### src/rtl/irq_pending_latch.sv
// irq_pending_latch
//   Upstream stage of the 8:3 priority encoder. Synchronises eight
//   asynchronous request lines and detects events (rising edges or levels).
//   It holds each event as a sticky pending bit until the consumer
//   acknowledges it with the encoder index.
//
// Parameters
//   SYNC_STAGES : synchroniser depth per line (2..4)
//   EDGE_MODE   : 1 = rising-edge capture, 0 = level capture
//
// Ports
//   clk         : clock, all state on rising edge
//   rst         : synchronous active-high reset
//   irq_in      : asynchronous request lines, bit i = channel i
//   mask        : per-channel visibility on pending/any_pending
//   ack_valid   : one-cycle acknowledge strobe
//   ack_idx     : channel being acknowledged (7 = bit 7)
//   ovf_clr     : clears all overflow flags
//   pending     : raw_pending & mask, feeds the encoder
//   any_pending : OR of pending
//   raw_pending : registered pending bits before masking
//   overflow    : sticky per-channel lost-event flags
module irq_pending_latch #(
  parameter int unsigned SYNC_STAGES = 2,
  parameter bit          EDGE_MODE   = 1'b1
) (
  input  logic       clk,
  input  logic       rst,
  input  logic [7:0] irq_in,
  input  logic [7:0] mask,
  input  logic       ack_valid,
  input  logic [2:0] ack_idx,
  input  logic       ovf_clr,
  output logic [7:0] pending,
  output logic       any_pending,
  output logic [7:0] raw_pending,
  output logic [7:0] overflow
);

  // sync_q[0] samples irq_in; sync_q[SYNC_STAGES-1] is the synchronised line.
  logic [SYNC_STAGES-1:0][7:0] sync_q;
  logic [7:0]                  prev_q;
  logic [7:0]                  raw_q, raw_d;
  logic [7:0]                  ovf_q, ovf_d;
  logic [7:0]                  sync_w;
  logic [7:0]                  ev;
  logic [7:0]                  clr;
  logic [7:0]                  ovf_set;

  assign sync_w = sync_q[SYNC_STAGES-1];

  always_comb begin
    ev      = '0;
    clr     = '0;
    ovf_set = '0;
    raw_d   = raw_q;
    ovf_d   = ovf_q;

    if (EDGE_MODE) begin
      ev = sync_w & ~prev_q;
    end else begin
      ev = sync_w;
    end

    for (int unsigned i = 0; i < 8; i++) begin
      clr[i] = ack_valid && (ack_idx == 3'(i));
    end

    // Set wins over a simultaneous ack so a fresh event is never dropped.
    raw_d = ev | (raw_q & ~clr);

    // A level line re-asserts every cycle by design, so it never counts as lost.
    if (EDGE_MODE) begin
      ovf_set = ev & raw_q & ~clr;
    end

    ovf_d = ovf_set | (ovf_clr ? 8'h00 : ovf_q);
  end

  always_ff @(posedge clk) begin
    if (rst) begin
      sync_q <= '0;
      prev_q <= '0;
      raw_q  <= '0;
      ovf_q  <= '0;
    end else begin
      if (SYNC_STAGES > 1) begin
        sync_q <= {sync_q[SYNC_STAGES-2:0], irq_in};
      end else begin
        sync_q <= irq_in;
      end
      prev_q <= sync_w;
      raw_q  <= raw_d;
      ovf_q  <= ovf_d;
    end
  end

  assign raw_pending = raw_q;
  assign overflow    = ovf_q;
  assign pending     = raw_q & mask;
  assign any_pending = |(raw_q & mask);

endmodule

### config.mk
export PLATFORM = sky130hd
export DESIGN_NAME = irq_pending_latch
export DESIGN_NICKNAME = d
export VERILOG_FILES = /design/src/rtl/irq_pending_latch.sv
export SDC_FILE = /design/constraint.sdc
export NUM_CORES = 1
export LEC_CHECK = 0
export ABC_AREA = 1
export CELL_PAD_IN_SITES_DETAIL_PLACEMENT = 0
export CELL_PAD_IN_SITES_GLOBAL_PLACEMENT = 1
export CORE_ASPECT_RATIO = 1.4
export CORE_UTILIZATION = 23
export CTS_CLUSTER_DIAMETER = 100
export DETAILED_ROUTE_END_ITERATION = 8
export DONT_BUFFER_PORTS = 1
export PLACE_DENSITY = 0.56
export SLEW_MARGIN = 25
export SYNTH_ARGS = -nofsm -noshare
export SYNTH_HDL_FRONTEND = slang
export SYNTH_SLANG_ARGS = --single-unit
export TNS_END_PERCENT = 5
### constraint.sdc
create_clock -name clk -period 1.1 [get_ports clk]
set_clock_uncertainty 0.2 [all_clocks]
set_input_delay 0.11 -clock clk [delete_from_list [all_inputs] [get_ports clk]]
set_output_delay 0.11 -clock clk [all_outputs]
set_load 0.02 [all_outputs]
# Yosys cells after proc, flatten, opt, wreduce, memory -nomap -nowiden
# Cells that the tools add are included.
# word_totals
register_bits,40
in_bits,23
output_inout_bits,25
wordCells,32
# op_classes
n_eq_ne,7
mux,1
n_bitwise,9
n_reduce_logical,10
# op_table
cell,n
$and A8 B8 Y8,5
$not A8 Y8,2
$or A8 B8 Y8,2
$eq A3 B3 Y1 const B,4
$logic_and A1 B1 Y1,8
$mux W8,1
$reduce_or A8 Y1,1
$eq A3 B2 Y1 const B,2
$eq A3 B1 Y1 const B,1
$logic_not A3 Y1,1

# Longest topological paths before layout
# Gate-level depths: netlist of the first run.
# logic_depth
depth_word,5
ltp_mapped,5
mapped_depth_nobuf,5

# Worst setup path after synthesis of the first run
# No wires, ideal clock.
# synth_timing
kind,register to output
from,register raw_q[1] (netlist: raw_pending[1])
to,output port any_pending
t_arrival_ns,0.938
required_time_ns,0.790
setup_slack_ns,-0.148
path_stages_with_launch,5
n_path_buf,0
cell_sequence,dfxtp_1 -> nand2_1 -> inv_1 -> nor3_1 -> nand2_1
# synth_between
elab_chain_cells,2
# synth_rtl
item,line_no,source
from (decl),43,"logic [7:0] raw_q, raw_d;"
from (signal assigned),93,raw_q <= raw_d;
$and A8 B8 Y8,--,
via pending[1],34,"output logic [7:0] pending,"
$reduce_or A8 Y1,101,assign any_pending = |(raw_q & mask);
to (decl),35,"output logic any_pending,"
# The timed path passes the listed nets, and every way through them passes these cells.

# Worst setup path after layout of the first run
# layout_timing
from,register raw_q[6] (netlist: raw_pending[6])
to,output port any_pending
# layout_between
elab_chain_cells,2
# layout_rtl
item,line_no
$and A8 B8 Y8,101
$reduce_or A8 Y1,101
# No other way between the ends.

==> results of run 1 <==
-- worst register-to-register path, cell delays in order (launching register included) --
cell     delay [ns]
dfxtp_2        0.34
buf_4          0.12
inv_1          0.04
nor2_1         0.09
nand2_1        0.07
a21oi_2        0.11
-- cell usage in the layout (no fill, tap or decap), types with 6 or more instances in the layout --
| cell | synthesis | final |
|---|---|---|
| nor2_1 | 35 | 34 |
| dfxtp_2 | 0 | 15 |
| clkbuf_8 | 0 | 6 |
| buf_4 | 0 | 10 |
| dfxtp_1 | 40 | 24 |
| inv_1 | 53 | 48 |
| dlygate4sd3_1 | 0 | 8 |
| buf_6 | 0 | 15 |
| a21oi_1 | 16 | 15 |
| nand2_1 | 53 | 48 |
-- logic make-up (layout without fill, tap and decap cells) --
family / count (synthesis) / in the layout
AOI/OAI and AO/OA: 16 / 16
buffers and inverters: 58 / 95
DFF: 40 / 40
and+or+nand+nor: 91 / 91
-- power groups by stage --
| stage | clock [µW] | sequential (µW) | combinational [µW] |
|---|---|---|---|
| 2_1_floorplan | 0 | 1580 | 142 |
| 3_3_place_gp | 0 | 1560 | 214 |
| 3_5_place_dp | 0 | 1560 | 214 |
| 4_1_cts | 1040 | 1530 | 253 |
| 5_1_grt | 1110 | 1530 | 293 |
| 6_report | 991 | 1530 | 262 |
-- area by class of cell --
| class | count | share of cell area |
|---|---|---|
| clock buffer | 8 | 0.0451 |
| inverter | 54 | 0.104 |
| multi-input combinational | 107 | 0.233 |
| sequential | 40 | 0.412 |
| tap | 70 | 0.0438 |
| timing repair buffer | 33 | 0.162 |
-- stage by stage --
| stage | setup slack, ns | setup TNS, ns | power [µW] | area, µm² | utilization |
|---|---|---|---|---|---|
| 5_1_grt | -0.322 | -1.95 | 2940 | 2000 | 0.334 |
| 4_1_cts | -0.278 | -1.39 | 2820 | 1940 | 0.323 |
| 3_3_place_gp | -0.00676 | -0.00676 | 1770 | 1720 | 0.287 |
| 6_report | -0.245 | -1.23 | 2780 | 2000 | 0.334 |
| 3_5_place_dp | 0.00925 | 0 | 1780 | 1720 | 0.287 |
| 2_1_floorplan | 0.00131 | 0 | 1720 | 1480 | - |
-- flip-flops by register name, summed over array words and instances, names as in the netlist --
register     cells
overflow         8
prev_q           8
raw_pending      8
sync_q           8
sync_w           8
-- metal layers --
metal  GRT usage  share of wire
met4      0.0561          0.022
met1       0.105           0.40
met3      0.0555          0.090
met2       0.173           0.49
met5           0              0
-- what timing repair did --
action | in CTS | in global routing
setup endpoints to repair | 16 | 26
hold endpoints to repair | 40 | 32
setup buffers | 2 | 0
resized for setup | 11 | 23
pin swaps | 3 | 1
-- worst max-delay path by stage --
stage / to
2_1_floorplan: any_pending
3_3_place_gp: any_pending
3_5_place_dp: any_pending
4_1_cts: any_pending
5_1_grt: any_pending
6_report: any_pending
==> run summary, run 1 <==
Peak VDD IR: 0.782 mV
Fin cells: 312
CP Data Required Time: 0.79 ns
Initial antenna violation count: 0
Clock Sinks: 40
Root Buffer: clkbuf_8
Reg clk slew, reported paths: 0.07 ns
Commonest cells in the netlist: inv_1, nand2_1, dfxtp_1, nor2_1, a21oi_1
Final period util: 1.22
Multi-input combinational cell area: 467 µm²
Clock power share: 0.356
Part of the power in registers: 0.549
Post-synth cell types: 9
Tightest Hold Check Type: in2reg
Die area: 6650 µm²
Max-slew headroom: 0.795
Primary FF master, synth: dfxtp_1
Crit Reg-Reg Endpoint: overflow[0]$_SDFF_PP0_
Worst Path Max Fanout: 4
Vias per cell: 3.90
R2r startpoint: raw_pending[0]$_SDFF_PP0_
Total grt overflow: 0
Synth warn: 0
Hold buffer count at cts: 8
Power per cell area: 1390 nW/µm²
CTS buffer count: 5
WHS Path Cells: 1
N_diodes: 0
Critical path depth in cells: 4
RSZ-0062 raised after global routing: true
Initial DRC count: 31
CP arrival: 1.04 ns
NetSw: 645 µW
Synth top area share: 0.550
Hold Path End: overflow[0]$_SDFF_PP0_
First-pass GRT wire length: 5.09 mm
Synth Area per Inst: 7.10 µm²
Dpl cells: 294
Row count: 33
Max-Cap Viols: 0
CTS tree: done
Die height: 96.1 µm
Gate Count Post-Synth: 205
Latest clock arrival within the worst-skew pair: 0.28 ns
Synth area leader: dfxtp_1
Register area: 823 µm²
Routed Antenna Nets: 0
Per-cell routed wire length: 10.1 µm
Critical Path Sink Type: output port
Ys async rst share: 0
Pre-antenna DRT Iters: 4
Number of synthesized flops with an enable pin: 0
Area of the core: 5990 µm²
Setup CP Type: reg2out
Final worst path period need: 1.35 ns
Synth Area in Simple Gates: 0.242
Int Pwr: 2140 µW
GPL Wtd Cong: 0.727
DRC: 0
# setup viols final: 13
XOR/XNOR share of the synthesized area: 0
Port buffer count: 0
Post-synthesis sequential area ratio: 0.550
Crit path buffers/inverters: 0
Post-Syn Nets: 228
Mapped cell area: 1460 µm²
Main combinational cell family by area after synthesis: simple AND/OR/NAND/NOR gates
Total track usage: 0.104
R2R Setup Slk: 0.07 ns
Crit-path slowest cell: dfxtp_4
Vias: 1217
Hold Path Origin: rst
Die W: 69.2 µm
Fin. Hold Viols: 32
Worst Setup SP: raw_pending[6]$_SDFF_PP0_
Post-synthesis compound-gate area fraction: 0.0550
P_leak: 0.000919 µW
Fin Hold WS: -0.321 ns
Area contributors post-synth: dfxtp_1, inv_1, nand2_1
Hpwl dp: 2.34 mm
Final worst setup slack: -0.245 ns
Max Fclk: 0.743 GHz
Reg2Reg Depth: 5
Switching Share: 0.232
Seq cells post-synth: 40
Status: finished, violations left
Share of cells above drive strength 1: 0.260
Starting density of the core: 0.243
I/O Pins: 48
Most frequent CP cell: nand2_2
Adder-cell share of the synthesized area: 0
Logic gate share of total power: 0.094
Delay-heaviest family, CP: simple AND/OR/NAND/NOR gates
Cell Chain, Critical Path: nand2_2, nand2_2, nor3_4, nand2_2
Fin. max-slew vios: 0
H-tree depth: 2
Largest stage delay, worst path: 0.36 ns
Startpoint types: flop
Drt total wl: 3.16 mm
Failing checks: hold timing, setup timing
Least-Margin Pin Slew: 0.307 ns
Pin count of the biggest net entering global routing: 41
Layout area overhead: 37.4%
Fill count: 638
Final layout net count: 264
Worst-case clock buffer depth: 2
Mux cell area share after synthesis: 0
Vias in the first global route: 1133
(Power assumes the default switching activity.)
==> run 2: changes to the inputs <==
SKIP_LAST_GASP = 1   (was not set)
==> run 2 against run 1 <==
Net effect:
- the run still ends with hold timing, setup timing left
- global-route usage is essentially flat
- flip-flop and latch count unchanged
- via count decreased by 1.7%
==> run summary, run 2 (synthesized netlist as in run 1, its figures left out) <==
Part of the power in registers: 0.554 (+0.005)
Hold Path End: sync_w[5]$_SDFF_PP0_
Hpwl dp: 2.34 mm (unchanged)
Final worst path period need: 1.34 ns (-0.00688 ns)
Critical Path Sink Type: output port
Initial antenna violation count: 0 (unchanged)
Total track usage: 0.104 (+0.000224)
Failing checks: hold timing, setup timing
CTS tree: done
CTS buffer count: 5 (unchanged)
Per-cell routed wire length: 10.0 µm (-0.89%)
Vias in the first global route: 1128 (-0.44%)
CP Data Required Time: 0.79 ns (about the same)
R2R Setup Slk: 0.09 ns (+0.02 ns)
Hold buffer count at cts: 8 (unchanged)
Final period util: 1.22 (-0.00626)
Switching Share: 0.230 (-0.00153)
Initial DRC count: 35 (+13%)
Die area: 6650 µm² (unchanged)
Vias per cell: 3.83 (-1.7%)
Share of cells above drive strength 1: 0.211 (-0.0496)
RSZ-0062 raised after global routing: true
Die W: 69.2 µm (unchanged)
Latest clock arrival within the worst-skew pair: 0.28 ns (about the same)
Vias: 1196 (-1.7%)
Reg2Reg Depth: 5 (unchanged)
Row count: 33 (unchanged)
DRC: 0 (unchanged)
Max Fclk: 0.747 GHz (+0.51%)
Max-slew headroom: 0.795 (about the same)
Logic gate share of total power: 0.088 (-0.006)
Power per cell area: 1440 nW/µm² (+3.4%)
Int Pwr: 2120 µW (-0.65%)
Total grt overflow: 0 (unchanged)
Reg clk slew, reported paths: 0.07 ns (about the same)
# setup viols final: 13 (unchanged)
Routed Antenna Nets: 0 (unchanged)
Setup CP Type: reg2out
Worst-case clock buffer depth: 2 (unchanged)
Pre-CTS setup slack: 0.00925 ns (unchanged)
Startpoint types: flop
Fill count: 654 (+2.5%)
Fin. max-slew vios: 0 (unchanged)
Starting density of the core: 0.243 (unchanged)
WHS Path Cells: 1 (unchanged)
Peak VDD IR: 0.782 mV (about the same)
Fin. Hold Viols: 32 (unchanged)
I/O Pins: 48 (unchanged)
Least-Margin Pin Slew: 0.308 ns (+0.000493 ns)
H-tree depth: 2 (unchanged)
Pin count of the biggest net entering global routing: 41 (unchanged)
Most frequent cells in the layout: nand2_1, inv_1, nor2_1, dfxtp_1, buf_4
Worst Path Max Fanout: 2 (-2)
N_diodes: 0 (unchanged)
Dpl cells: 294 (unchanged)
Hold Path Origin: rst
Clock Sinks: 40 (unchanged)
Pre-antenna DRT Iters: 4 (unchanged)
Area of the core: 5990 µm² (unchanged)
Max-Cap Viols: 0 (unchanged)
Finished Core Util: 0.320 (-0.0138)
P_leak: 0.000905 µW (-1.5%)
Tightest Hold Check Type: in2reg
R2r startpoint: raw_pending[0]$_SDFF_PP0_
Setup_tns: -1.38 ns (-0.143 ns)
Layout area overhead: 31.7%
Drt total wl: 3.13 mm (-0.89%)
NetSw: 635 µW (-1.5%)
First-pass GRT wire length: 5.09 mm (unchanged)
Fin cells: 312 (unchanged)
CP arrival: 1.03 ns (about the same)
GPL Wtd Cong: 0.727 (unchanged)
Final worst setup slack: -0.238 ns (+0.00688 ns)
Final layout net count: 264 (unchanged)
Die height: 96.1 µm (unchanged)
Crit Reg-Reg Endpoint: overflow[0]$_SDFF_PP0_
Port buffer count: 0 (unchanged)
Fin Hold WS: -0.315 ns (+0.00526 ns)
Clock power share: 0.358 (+0.002)
Root Buffer: clkbuf_8
Status: finished, violations left
-- run 2: worst max-delay path: stages (launching register included) --
cell	delay, ns
dfxtp_2	0.33
nand2_2	0.07
inv_2	0.04
nor3_2	0.18
nand2_2	0.13
-- run 2: metal layers --
metal / part of all wire / vias to the layer above / global-route usage
li1: - / 654 / -
met5: 0 / - / 0
met1: 0.41 / 505 / 0.107
met2: 0.48 / 32 / 0.173
met3: 0.085 / 5 / 0.0545
met4: 0.022 / 0 / 0.0561
-- run 2: power by group through the flow --
| stage | logic (µW) | clock network [µW] | registers, µW |
|---|---|---|---|
| global route | 274 | 1110 | 1530 |
| finish | 242 | 988 | 1530 |
| floorplan | 142 | 0 | 1580 |
| detailed placement | 214 | 0 | 1560 |
| global placement | 214 | 0 | 1560 |
| CTS | 243 | 1040 | 1530 |
-- run 2: what timing repair did --
item | CTS | global route
buffers inserted | 2 | 0
pin swaps | 3 | 1
resized for setup | 1 | 3
endpoints found under the hold margin | 40 | 32
endpoints found under the setup margin | 16 | 27
-- run 2: how the worst max path moves through the flow --
stage	start	endpoint	slack (ns)	depth (start not counted)
after global routing	raw_pending[5]$_SDFF_PP0_	any_pending	-0.32	4
after detailed placement	raw_pending[0]$_SDFF_PP0_	any_pending	0.009	4
after CTS	raw_pending[0]$_SDFF_PP0_	any_pending	-0.28	4
final	raw_pending[0]$_SDFF_PP0_	any_pending	-0.24	4
after floorplan	raw_pending[4]$_SDFF_PP0_	any_pending	0.001	4
after global placement	raw_pending[0]$_SDFF_PP0_	any_pending	-0.007	4
-- run 2: cell type report --
type,instances,area (µm²),area share
sequential,40,811,0.423
multi-input combinational,107,458,0.239
timing repair buffer,33,268,0.140
inverter,54,203,0.106
clock buffer,8,90.1,0.0470
tap,70,87.6,0.0457
-- run 2: stage by stage --
| step | total power (µW) | area [µm²] |
|---|---|---|
| after global placement | 1770 | 1720 |
| after floorplan | 1720 | 1480 |
| after CTS | 2810 | 1910 |
| after detailed placement | 1780 | 1720 |
| after global routing | 2920 | 1920 |
| final | 2760 | 1920 |
==> run 3: changes to the inputs <==
ABC_AREA = not set   (was 1)
CAP_MARGIN = 20   (was not set)
CTS_CLUSTER_SIZE = 14   (was not set)
PLACE_DENSITY = 0.53   (was 0.56)
==> run 3 against run 2 <==
Net effect:
- the flow still finishes with violations (hold timing, setup timing)
- non-clock buffer count increased by 5
- design area is 5.5% lower
- global-route usage decreased by 1.1 points
- critical endpoint unchanged
- critical path type unchanged
- fmax shrank 34%
- wire length is 16% lower
- die area down 9.7%
- register-to-register slack worse by 0.16 ns
- synthesized cell count shrank 38%
- hold slack improved by 0.15 ns
==> run summary, run 3 <==
Status: finished, violations left
Failing checks: hold timing, setup timing
Latest clock arrival within the worst-skew pair: 0.29 ns (about the same)
Finished Core Util: 0.330 (+0.00990)
Final worst setup slack: -0.939 ns (-0.701 ns)
Reg clk slew, reported paths: 0.08 ns (about the same)
# setup viols final: 12 (-1)
Most common cell in the netlist: dfxtp_1
Worst-case clock buffer depth: 2 (unchanged)
Fin Hold WS: -0.170 ns (+0.145 ns)
Pre-antenna DRT Iters: 4 (unchanged)
Synth area leader: dfxtp_1
Initial DRC count: 29 (-17%)
Pre-CTS setup slack: -0.636 ns (-0.646 ns)
Synth Area per Inst: 10.3 µm² (+45%)
Fin. Hold Viols: 12 (-63%)
Max-slew headroom: 0.707 (-0.0876)
Max Fclk: 0.490 GHz (-34%)
Startpoint types: flop
Vias per cell: 4.23 (+10%)
GPL Wtd Cong: 0.724 (-0.49%)
Synth top area share: 0.611 (+0.0610)
CP arrival: 1.73 ns (+0.70 ns)
Hold buffer count at cts: 10 (+2)
Ys async rst share: 0 (unchanged)
Total power: 2910 µW (+5.4%)
Most common cell after layout, fill and taps aside: dfxtp_1
Primary FF master, synth: dfxtp_1
Die area: 6010 µm² (-9.7%)
Final layout net count: 192 (-27%)
Final period util: 1.85 (+0.637)
Post-synth cell types: 20 (+11)
Total grt overflow: 0 (unchanged)
RSZ-0062 raised after global routing: true
Post-synthesis sequential area ratio: 0.611 (+0.0610)
Dpl cells: 220 (-25%)
H-tree depth: 2 (unchanged)
R2R Setup Slk: -0.07 ns (-0.16 ns)
Delay-heaviest family, CP: simple AND/OR/NAND/NOR gates
Cell Chain, Critical Path: and2_4, or4_1, or4_4
Peak VDD IR: 0.637 mV (-19%)
Setup_tns: -1.95 ns (-0.573 ns)
N_diodes: 0 (unchanged)
Area contributors post-synth: dfxtp_1, nor2b_1, o21ai_0
Die W: 65.8 µm (-5.0%)
Pin count of the biggest net entering global routing: 27 (-34%)
Crit-path slowest cell: or4_1
Fin cells: 238 (-24%)
Final worst path period need: 2.04 ns (+0.701 ns)
CP Data Required Time: 0.79 ns (about the same)
Per-cell routed wire length: 11.1 µm (+10%)
Share of cells above drive strength 1: 0.253 (+0.0422)
Row count: 32 (-3.0%)
Worst Path Max Fanout: 2 (unchanged)
Synth warn: 0 (unchanged)
Vias in the first global route: 926 (-18%)
Power per cell area: 1600 nW/µm² (+12%)
Fin. max-slew vios: 0 (unchanged)
P_leak: 0.000751 µW (-17%)
Die height: 91.3 µm (-5.0%)
Buffer count from post-CTS setup fixing: 0 (-2)
Seq cells post-synth: 40 (unchanged)
Clock Sinks: 40 (unchanged)
Drt total wl: 2.63 mm (-16%)
Number of synthesized flops with an enable pin: 0 (unchanged)
I/O Pins: 48 (unchanged)
Port buffer count: 0 (unchanged)
Layout area overhead: 38.2%
CTS buffer count: 5 (unchanged)
Mapped cell area: 1310 µm² (-10%)
Hpwl dp: 1.96 mm (-16%)
Gate Count Post-Synth: 127 (-38%)
DRC: 0 (unchanged)
Post-Syn Nets: 150 (-34%)
Initial antenna violation count: 0 (unchanged)
Critical Path Sink Type: output port
Max-Cap Viols: 0 (unchanged)
Starting density of the core: 0.239 (-0.00423)
First-pass GRT wire length: 4.04 mm (-20%)
Routed Antenna Nets: 0 (unchanged)
Commonest cells in the netlist: dfxtp_1, nor2b_1, nand2_1, o21ai_0, and2_1
Vias: 1007 (-16%)
Crit path buffers/inverters: 0 (-1)
Total track usage: 0.0934 (-0.0108)
Largest stage delay, worst path: 0.51 ns (+0.18 ns)
Most frequent cells in the layout: dfxtp_1, buf_4, nor2b_1, nand2_1, o21ai_0
Least-Margin Pin Slew: 0.434 ns (+0.126 ns)
Root Buffer: clkbuf_8
Tightest Hold Check Type: in2reg
CTS tree: done
Area of the core: 5490 µm² (-8.4%)
Setup CP Type: reg2out
[run 3: final timing paths]
| check | cells past startpoint | from | endpoint |
|---|---|---|---|
| worst min-delay path | 2 | ack_idx[2] | raw_pending[1]$_SDFF_PP0_ |
| worst max-delay path | 3 | raw_pending[6]$_SDFF_PP0_ | any_pending |
| worst min register to register | 1 | sync_q[7]$_SDFF_PP0_ | sync_w[7]$_SDFF_PP0_ |
| worst max register to register | 4 | raw_pending[7]$_SDFF_PP0_ | overflow[7]$_SDFF_PP0_ |
[run 3: worst register-to-register path, cell delays in order, from the launching register on]
cell	delay, ns
dfxtp_2	0.33
buf_4	0.14
o311ai_0	0.14
buf_4	0.16
o21ai_0	0.14
[run 3: cells by family (layout without fill, tap and decap cells)]
family,Yosys count,in the layout,synth area share
AO/OA/AOI/OAI,20,20,0.102
buffers and inverters,8,51,0.0229
flip-flops,40,40,0.611
AND/OR/NAND/NOR,59,59,0.264
[run 3: area by class of cell]
cell class / instances / area [µm²]
timing repair buffer: 38 / 308
clock inverter: 2 / 35.0
clock buffer: 6 / 72.6
inverter: 5 / 18.8
fill: 570 / 3670
sequential: 40 / 803
tap: 68 / 85.1
multi-input combinational: 79 / 488
[run 3: timing repair]
action | CTS | global route
endpoints found under the hold margin | 40 | 12
endpoints found under the setup margin | 16 | 56
gates resized for setup | 0 | 5
[run 3: power breakdown]
group | total (µW) | switching [µW] | leakage (µW) | internal [µW]
sequential | 1520 | 17.6 | 0.000328 | 1500
combinational | 244 | 123 | 0.000367 | 121
clock | 1140 | 469 | 0.0000552 | 673
total | 2910 | 609 | 0.000751 | 2300
[run 3: stage by stage]
stage	area, µm²	hold slack [ns]
floorplan	1320	-0.0184
global placement	1610	-0.0165
detailed placement	1610	-0.0177
CTS	1810	-0.183
global route	1810	-0.169
finish	1810	-0.170
[run 3: routing by layer]
metal	vias up	GRT usage	wire [µm]
li1	512	-	-
met1	446	0.0814	944
met2	43	0.162	1340
met3	6	0.0477	280
met4	0	0.0598	71
met5	-	0	0
